--- src/rtl/imm_encoder_pkg.sv ---
// Shared format codes, opcodes and range helper for the immediate encoder
// and the core's immediate extractor.
package imm_encoder_pkg;

  localparam logic [2:0] FMT_I = 3'd0;
  localparam logic [2:0] FMT_U = 3'd1;
  localparam logic [2:0] FMT_S = 3'd2;
  localparam logic [2:0] FMT_B = 3'd3;
  localparam logic [2:0] FMT_J = 3'd4;

  localparam logic [6:0] OPC_OP_IMM = 7'h13;
  localparam logic [6:0] OPC_LUI    = 7'h37;
  localparam logic [6:0] OPC_STORE  = 7'h23;
  localparam logic [6:0] OPC_BRANCH = 7'h63;
  localparam logic [6:0] OPC_JAL    = 7'h6f;

  // True when v[31:msb] are all equal, i.e. v fits a signed field whose sign bit is msb.
  function automatic logic upper_sext_ok(input logic [31:0] v, input int unsigned msb);
    logic [31:0] hi;
    hi = 32'($signed(v) >>> msb);
    return (hi == '0) || (hi == '1);
  endfunction

endpackage

--- src/rtl/imm_encoder_pack.sv ---
// Combinational immediate packer: scatters imm into the I/U/S/B/J bit
// positions of base and flags immediates the format cannot represent.
module imm_pack
  import imm_encoder_pkg::*;
(
  input  logic [2:0]  fmt,
  input  logic [31:0] base,
  input  logic [31:0] imm,
  output logic [31:0] instr,
  output logic        err
);

  always_comb begin
    instr = base;
    err   = 1'b0;
    unique case (fmt)
      FMT_I: begin
        instr[31:20] = imm[11:0];
        err          = !upper_sext_ok(imm, 11);
      end
      FMT_U: begin
        instr[31:12] = imm[31:12];
        err          = (imm[11:0] != 12'd0);
      end
      FMT_S: begin
        instr[31:25] = imm[11:5];
        instr[11:7]  = imm[4:0];
        err          = !upper_sext_ok(imm, 11);
      end
      FMT_B: begin
        instr[31]    = imm[12];
        instr[7]     = imm[11];
        instr[30:25] = imm[10:5];
        instr[11:8]  = imm[4:1];
        err          = !upper_sext_ok(imm, 12) || imm[0];
      end
      FMT_J: begin
        instr[31]    = imm[20];
        instr[19:12] = imm[19:12];
        instr[20]    = imm[11];
        instr[30:21] = imm[10:1];
        err          = !upper_sext_ok(imm, 20) || imm[0];
      end
      // Unknown format: template passes through untouched, beat is flagged.
      default: err = 1'b1;
    endcase
  end

endmodule

--- src/rtl/imm_encoder.sv ---
// Two-stage valid/ready immediate encoder with running byte-address stamp
// and saturating count of errored beats delivered downstream.
module imm_encoder
  import imm_encoder_pkg::*;
#(
  parameter int ADDR_W   = 32,
  parameter int ERRCNT_W = 16
) (
  input  logic                clk,
  input  logic                rst_n,
  input  logic                in_valid,
  output logic                in_ready,
  input  logic [2:0]          in_fmt,
  input  logic [31:0]         in_base,
  input  logic [31:0]         in_imm,
  input  logic                addr_load,
  input  logic [ADDR_W-1:0]   addr_value,
  output logic                out_valid,
  input  logic                out_ready,
  output logic [31:0]         out_instr,
  output logic [ADDR_W-1:0]   out_addr,
  output logic                out_err,
  output logic [ERRCNT_W-1:0] err_count
);

  logic                run;
  logic                s1_valid;
  logic [2:0]          s1_fmt;
  logic [31:0]         s1_base;
  logic [31:0]         s1_imm;
  logic                s2_valid;
  logic [31:0]         s2_instr;
  logic                s2_err;
  logic [ADDR_W-1:0]   addr_q;
  logic [ERRCNT_W-1:0] errcnt_q;
  logic [31:0]         pack_instr;
  logic                pack_err;
  logic                s2_ready;
  logic                out_hs;

  assign s2_ready = !s2_valid || out_ready;
  // run keeps in_ready low throughout reset and releases it on the first clock after.
  assign in_ready = run && (!s1_valid || s2_ready);
  assign out_hs   = s2_valid && out_ready;

  imm_pack u_pack (
    .fmt   (s1_fmt),
    .base  (s1_base),
    .imm   (s1_imm),
    .instr (pack_instr),
    .err   (pack_err)
  );

  always_ff @(posedge clk or negedge rst_n) begin
    if (!rst_n) run <= 1'b0;
    else        run <= 1'b1;
  end

  always_ff @(posedge clk or negedge rst_n) begin
    if (!rst_n) begin
      s1_valid <= 1'b0;
      s1_fmt   <= '0;
      s1_base  <= '0;
      s1_imm   <= '0;
    end else if (in_ready) begin
      s1_valid <= in_valid;
      if (in_valid) begin
        s1_fmt  <= in_fmt;
        s1_base <= in_base;
        s1_imm  <= in_imm;
      end
    end
  end

  always_ff @(posedge clk or negedge rst_n) begin
    if (!rst_n) begin
      s2_valid <= 1'b0;
      s2_instr <= '0;
      s2_err   <= 1'b0;
    end else if (s2_ready) begin
      s2_valid <= s1_valid;
      if (s1_valid) begin
        s2_instr <= pack_instr;
        s2_err   <= pack_err;
      end
    end
  end

  // A load wins over the increment; the beat leaving this cycle already saw the old value.
  always_ff @(posedge clk or negedge rst_n) begin
    if (!rst_n)         addr_q <= '0;
    else if (addr_load) addr_q <= addr_value;
    else if (out_hs)    addr_q <= addr_q + ADDR_W'(4);
  end

  always_ff @(posedge clk or negedge rst_n) begin
    if (!rst_n)
      errcnt_q <= '0;
    else if (out_hs && s2_err && (errcnt_q != '1))
      errcnt_q <= errcnt_q + ERRCNT_W'(1);
  end

  assign out_valid = s2_valid;
  assign out_instr = s2_instr;
  assign out_err   = s2_err;
  assign out_addr  = addr_q;
  assign err_count = errcnt_q;

endmodule

--- config.mk ---
export PLATFORM = sky130hd
export DESIGN_NAME = imm_encoder
export DESIGN_NICKNAME = d
export VERILOG_FILES = /design/src/rtl/imm_encoder_pkg.sv /design/src/rtl/imm_encoder_pack.sv /design/src/rtl/imm_encoder.sv
export SDC_FILE = /design/constraint.sdc
export NUM_CORES = 1
export LEC_CHECK = 0
export CORE_ASPECT_RATIO = 2
export CORE_MARGIN = 1.5
export CORE_UTILIZATION = 44
export DETAILED_ROUTE_END_ITERATION = 12
export GPL_ROUTABILITY_DRIVEN = 1
export GPL_TIMING_DRIVEN = 0
export PLACE_DENSITY = 0.76
export SKIP_CTS_REPAIR_TIMING = 1
export SYNTH_ARGS = -nofsm -noshare
export SYNTH_HDL_FRONTEND = slang
export SYNTH_SLANG_ARGS = --single-unit
--- constraint.sdc ---
create_clock -name clk -period 1.58 [get_ports clk]
set_input_delay 0.237 -clock clk [delete_from_list [all_inputs] [get_ports clk]]
set_output_delay 0.237 -clock clk [all_outputs]
set_load 0.01 [all_outputs]
# == Yosys cells after proc, flatten, opt, wreduce, memory -nomap -nowiden ==
# Index checks and enable logic that the tools add are counted.
# totals
reg_bits,151
ramBits,0
wordCells,53
n_memories,0
latch_bits,0
inputBits,104
romBits,0
output_inout_bits,83
# classes
order_cmp,0
muxes,7
bitwise_logic,0
n_addsub,2
div,0
n_eq_ne,8
n_reduce_logical,26
shifts,0
n_mul,0
# op_table
op,n
== test 32 bit (second input constant),3
logical NOT 32 bit,3
two-way mux 32 bit,2
adder 32 x 3 -> 32 bit (second input constant),1
one-hot mux 7 bit (4 select lines),1
adder 16 x 1 -> 16 bit (second input constant),1
inequality test 16 bit (second input constant),1
one-hot mux 5 bit (3 select lines),1
nonzero test 12 bit,1
one-hot mux 5 bit (2 select lines),1
two-way mux 8 bit,1
logical OR 1 bit,7
== test 3 x 2 -> 1 bit (second input constant),2
logical NOT 1 bit,5
logical AND 1 bit,4
one-hot mux 1 bit (4 select lines),1
AND reduction 2 bit,2
OR reduction 2 bit,2
== test 3 x 1 -> 1 bit (second input constant),1
== test 3 bit (second input constant),1
logical NOT 3 bit,1
nonzero test 2 bit,1

# == Depth between registers and ports, before layout ==
# depth
ltp_word,5
depth_mapped,8
depth_no_buf,6

# == Cells and area by module ==
# From an unflattened synthesis, not the netlist that was laid out.
# hier_totals
hier_cells,611
area_unflattened_um2,7239.4
# modules_own_cells
module,area_each_um2,cells_per_inst,n_inst,seq_area_each_um2
imm_encoder,6483.7,503,1,3778.6
imm_pack,755.7,108,1,0.0

# == Worst setup path before layout ==
# OpenSTA, ideal clock, no wires.
# synth_timing
kind,register to register
start,register errcnt_q[0] (netlist: err_count[0])
end,register errcnt_q[1] (netlist: err_count[1])
stages_incl_launch_ff,8
arrival_time_ns,1.687
required_time_ns,1.452
path_buffers,1
setup_slack_ns,-0.234
setup_time_ns,0.128
path_cell_list,dfrtp_1 ha_1 nand2_1 or2_1 buf_2 nor3_4 nand2b_1 mux2_1
# synth_between
elab_chain_cells,2
# synth_rtl
element,line_no,text
from (decl),imm_encoder.sv:35,logic [ERRCNT_W-1:0] errcnt_q;
from (signal assigned),imm_encoder.sv:100,errcnt_q <= errcnt_q + ERRCNT_W'(1);
"parallel branches: the longest is 2 deep, another holds adder 16 x 1 -> 16 bit",--,
# Parallel ways; which one is timed is not known.
# A chain may end at the register's enable or synchronous reset.

# == Worst setup path in the final report ==
# layout_timing
start,register addr_q[2] (netlist: out_addr[2])
end,register addr_q[26] (netlist: out_addr[26])
# layout_between
elab_chain_cells,3
# layout_rtl
element,line_no,text
from (decl),imm_encoder.sv:34,logic [ADDR_W-1:0] addr_q;
from (signal assigned),imm_encoder.sv:92,else if (addr_load) addr_q <= addr_value;
from (signal assigned),imm_encoder.sv:93,else if (out_hs) addr_q <= addr_q + ADDR_W'(4);
adder 32 x 3 -> 32 bit,imm_encoder.sv:93,
two-way mux 32 bit,imm_encoder.sv:93,
two-way mux 32 bit,imm_encoder.sv:92,
# Every way passes these cells. The select of a mux whose other input is x is not followed.

==> summary.md <==
| Metric | Value |
|---|---|
| Slew at the pin with the worst max-slew slack | `roughly 0.53 ns` |
| Largest voltage drop on the vdd net | `852 µV` |
| Cell count after synthesis | `617` |
| Global route overflow | `0` |
| Critical Path, Cell by Cell | `ha_2 -> nand3_4 -> nor4_4 -> buf_4 -> nand4_1 -> xor2_1 -> o21ai_1` |
| Pwr Density | `1290 mW/mm²` |
| Pin count of the biggest net entering global routing | `102` |
| H-tree depth | `4` |
| Total negative slack | `-6.89 ns` |
| Worst skew pair latency | `0.42 ns` |
| Die extent in x | `92.0 µm` |
| Fraction of layout cells with a size suffix above 1 | `25.0%` |
| Util after Layout | `around 70%` |
| Core Rows | `64` |
| Fin crit period | `1.78 ns` |
| Antenna fix cells | `0` |
| Deepest clock path buffer count | `2` |
| Total Routed Length | `20600 µm` |
| Final Max Slew Viols | `0` |
| I/O pins | `187` |
| Crit. End Element | `flop` |
| Headroom to the max-slew limit | `64.8%` |
| Leading post-synthesis cells by cell area | `dfrtp_1, mux2_2, xor2_1` |
| Post-detailed-placement half-perimeter wirelength | `between 10000 and 15000 µm` |
| Main synth FF type | `dfrtp_1` |
| Final setup fails | `88` |
| Avg WL per Cell | `19.3 µm` |
| Synthesized cell area | `0.00696 mm²` |
| Global placer's final weighted congestion | `between 0.9 and 1` |
| Pwr Total | `~0.014 W` |
| Global-route usage over all layers | `24.4%` |
| Final net count | `~960` |
| Largest area contributor in the synthesized netlist | `dfrtp_1` |
| Switching power of the nets | `0.00408 W` |
| Number of sinks handled by clock tree synthesis | `151` |
| Run status | `finished, violations left` |
| Clock Power Share | `30.2%` |
| Internal power summed over all cells | `~0.0095 W` |
| Number of global-route vias before repair | `a little over 6000` |
| Average size of a mapped cell | `11.3 µm²` |
| Violation count after the first detailed-route iteration | `279` |
| Via count normalized by instance count | `approximately 5.5` |
| RSZ-0062 raised after global routing | `true` |
| Nets in the synthesized netlist | `723` |
| Number of max-cap violations | `0` |
| FMAX | `between 0.5 and 0.6 GHz` |
| Highest fanout seen on the critical path | `5` |
| Cell class contributing the biggest share of worst-path delay | `simple AND/OR/NAND/NOR gates` |
| Antenna Violating Nets Remaining | `0` |
| Non-filler instance count after layout | `about 1100` |
| CTS tree | `done` |
| DR pass1 iterations | `5` |
| Hold crit path type | `input port to async pin` |
| Kind of critical path | `flop to flop` |
| Ys async rst share | `between 90% and 100%` |
| Post-route worst setup slack | `-0.197 ns` |
| Number of buffers added on ports | `around 190` |
| Worst path slowest cell | `dfrtp_1` |
| Area fraction of the dominant cell type after synthesis | `54.3%` |
| Required time reported for the critical path endpoint | `between 1.5 and 2 ns` |
| First-pass GRT wire length | `31200 µm` |
| LEAKAGE | `between 5 and 6 nW` |
| Critical path's largest stage delay | `approximately 0.4 ns` |
| Floorplan Core Area | `0.0154 mm²` |
| Relative contribution of sequential cells to total power | `40.6%` |
| Post-synthesis sequential element count | `151` |
| Arrival time at the worst endpoint | `2.06 ns` |
| Final Cycle Share | `112%` |
| Final hold vios | `0` |
| Initial antenna violation count | `0` |
| Number of enable flip-flop cells after synthesis | `0` |
| Unique cell type count in the Yosys netlist | `49` |
| Startpoint type of the worst setup path | `flop` |
| Portion of total power attributed to combinational logic | `29.2%` |
| YS warnings | `0` |
| Effective utilization at floorplan | `between 40% and 50%` |
| Clock root cell | `clkbuf_16` |
| Number of cells after detailed placement | `approximately 1000` |
| DIE HEIGHT | `roughly 180 µm` |
| Share of the yosys chip area belonging to registers | `54.3%` |
| Count of buffering cells on the critical path with inverters included | `1` |
| Violated checks | `negative setup slack` |
| Switching fraction of total power | `30.1%` |
| Vias after detailed routing | `5884` |
| Full die area | `0.0166 mm²` |
| Clock skew | `between 0.006 and 0.007 ns` |
| Area added between synthesis and finish | `51.2%` |
| Cts bufs inserted | `17` |
| Register clock-pin slew on the reported worst setup and hold paths | `0.06 ns` |
| DRC violations left | `0` |
worst paths after layout:
path | startpoint | to | slack (ns) | cells after the start
worst max-delay path | out_addr[2] | out_addr[26] | -0.20 | 7
worst min-delay path | rst_n | err_count[15] | 0.33 | 2
worst max register to register | out_addr[2] | out_addr[26] | -0.20 | 7
worst min register to register | out_instr[7] | out_instr[7] | 0.47 | 2
max in group asynchronous | rst_n | s1_imm[2] | 0.37 | 3
min in group clk | addr_load | out_addr[1] | 0.34 | 2
layout make-up:
type                    instances  area [µm²]
inverters                       2        7.51
flip-flops and latches        151        3800
repair buffers                222        2360
fillers                      1142        4840
well taps                     198         248
clock inverters                12         153
multi-input cells             428        3240
clock buffers                  19         443
plain buffers                  35         285
worst register-to-register path, stage by stage, from the launching register on:
cell	delay [ns]
dfrtp_1	0.40
ha_2	0.21
nand3_4	0.11
nor4_4	0.32
buf_4	0.19
nand4_1	0.13
xor2_1	0.20
o21ai_1	0.09
metal layers:
layer  wire, µm  up-vias  global-route usage [%]
met3        871       69                    4.34
li1           -     2685                       -
met2      11800      235                    46.6
met4        898        0                    12.6
met1       7030     2895                    24.4
met5          0        -                       0
layout by cell type, fill, tap and decap left out, types with 7 or more instances in the layout:
master           instances
clkbuf_16               17
o21ai_1                 24
nor4_1                   7
nand4_1                 22
nor3_1                   9
dfrtp_2                 14
a22o_1                  10
and3_1                   9
dfrtp_1                137
buf_6                    8
a21oi_1                  9
dlymetal6s2s_1          76
nand2_1                 74
mux2_4                  21
mux2i_1                 14
nand3_1                 12
clkdlybuf4s50_1        108
xor2_1                  34
clkbuf_2                 7
clkbuf_1                10
buf_4                   35
o21ai_0                 37
nor2_1                  20
mux2_2                  59
logic make-up after synthesis:
kind of cell	after synthesis	share of synthesized area (%)
DFF	151	54.3
xor gates and xnor gates	42	5.28
other	1	0.0539
AOI/OAI and AO/OA	99	8.45
and+or+nand+nor	190	14.1
adders and majority gates	2	0.359
muxes	94	15.0
buffers and inverters	38	2.59
flip-flops by register name (all words and copies together) (netlist names):
| signal | count |
|---|---|
| s1_imm | 32 |
| err_count | 16 |
| out_instr | 32 |
| s1_valid | 1 |
| s1_fmt | 3 |
| s1_base | 32 |
| out_valid | 1 |
| out_err | 1 |
| run | 1 |
| out_addr | 32 |
cells in the mapped netlist (all sizes together) (10+ instances only):
library cell,n
dfrtp,151
mux2,80
nor4,10
nand3,17
nor2,22
buf,17
a22o,10
clkbuf,19
nand4,23
nand2,76
nor3,13
xor2,34
o21ai,61
and3,12
mux2i,14
stage by stage:
stage	setup slack [ns]	area, µm²	hold WS [ns]
final	-0.197	10500	0.325
after global routing	-0.284	10500	0.347
after CTS	-0.503	9800	-0.236
after detailed placement	-0.736	9210	0.208
after global placement	-6.14	9180	0.467
after floorplan	-0.178	7080	-0.0586
power groups by stage:
stage | Combinational, W | Clock, W | Sequential [W]
after floorplan | 0.00159 | 0 | 0.00558
after global placement | 0.00360 | 0 | 0.00549
after detailed placement | 0.00369 | 0 | 0.00556
after CTS | 0.00373 | 0.00415 | 0.00549
after global routing | 0.00427 | 0.00431 | 0.00561
final | 0.00396 | 0.00409 | 0.00551
Note: power is estimated with default switching activity, not from simulation.
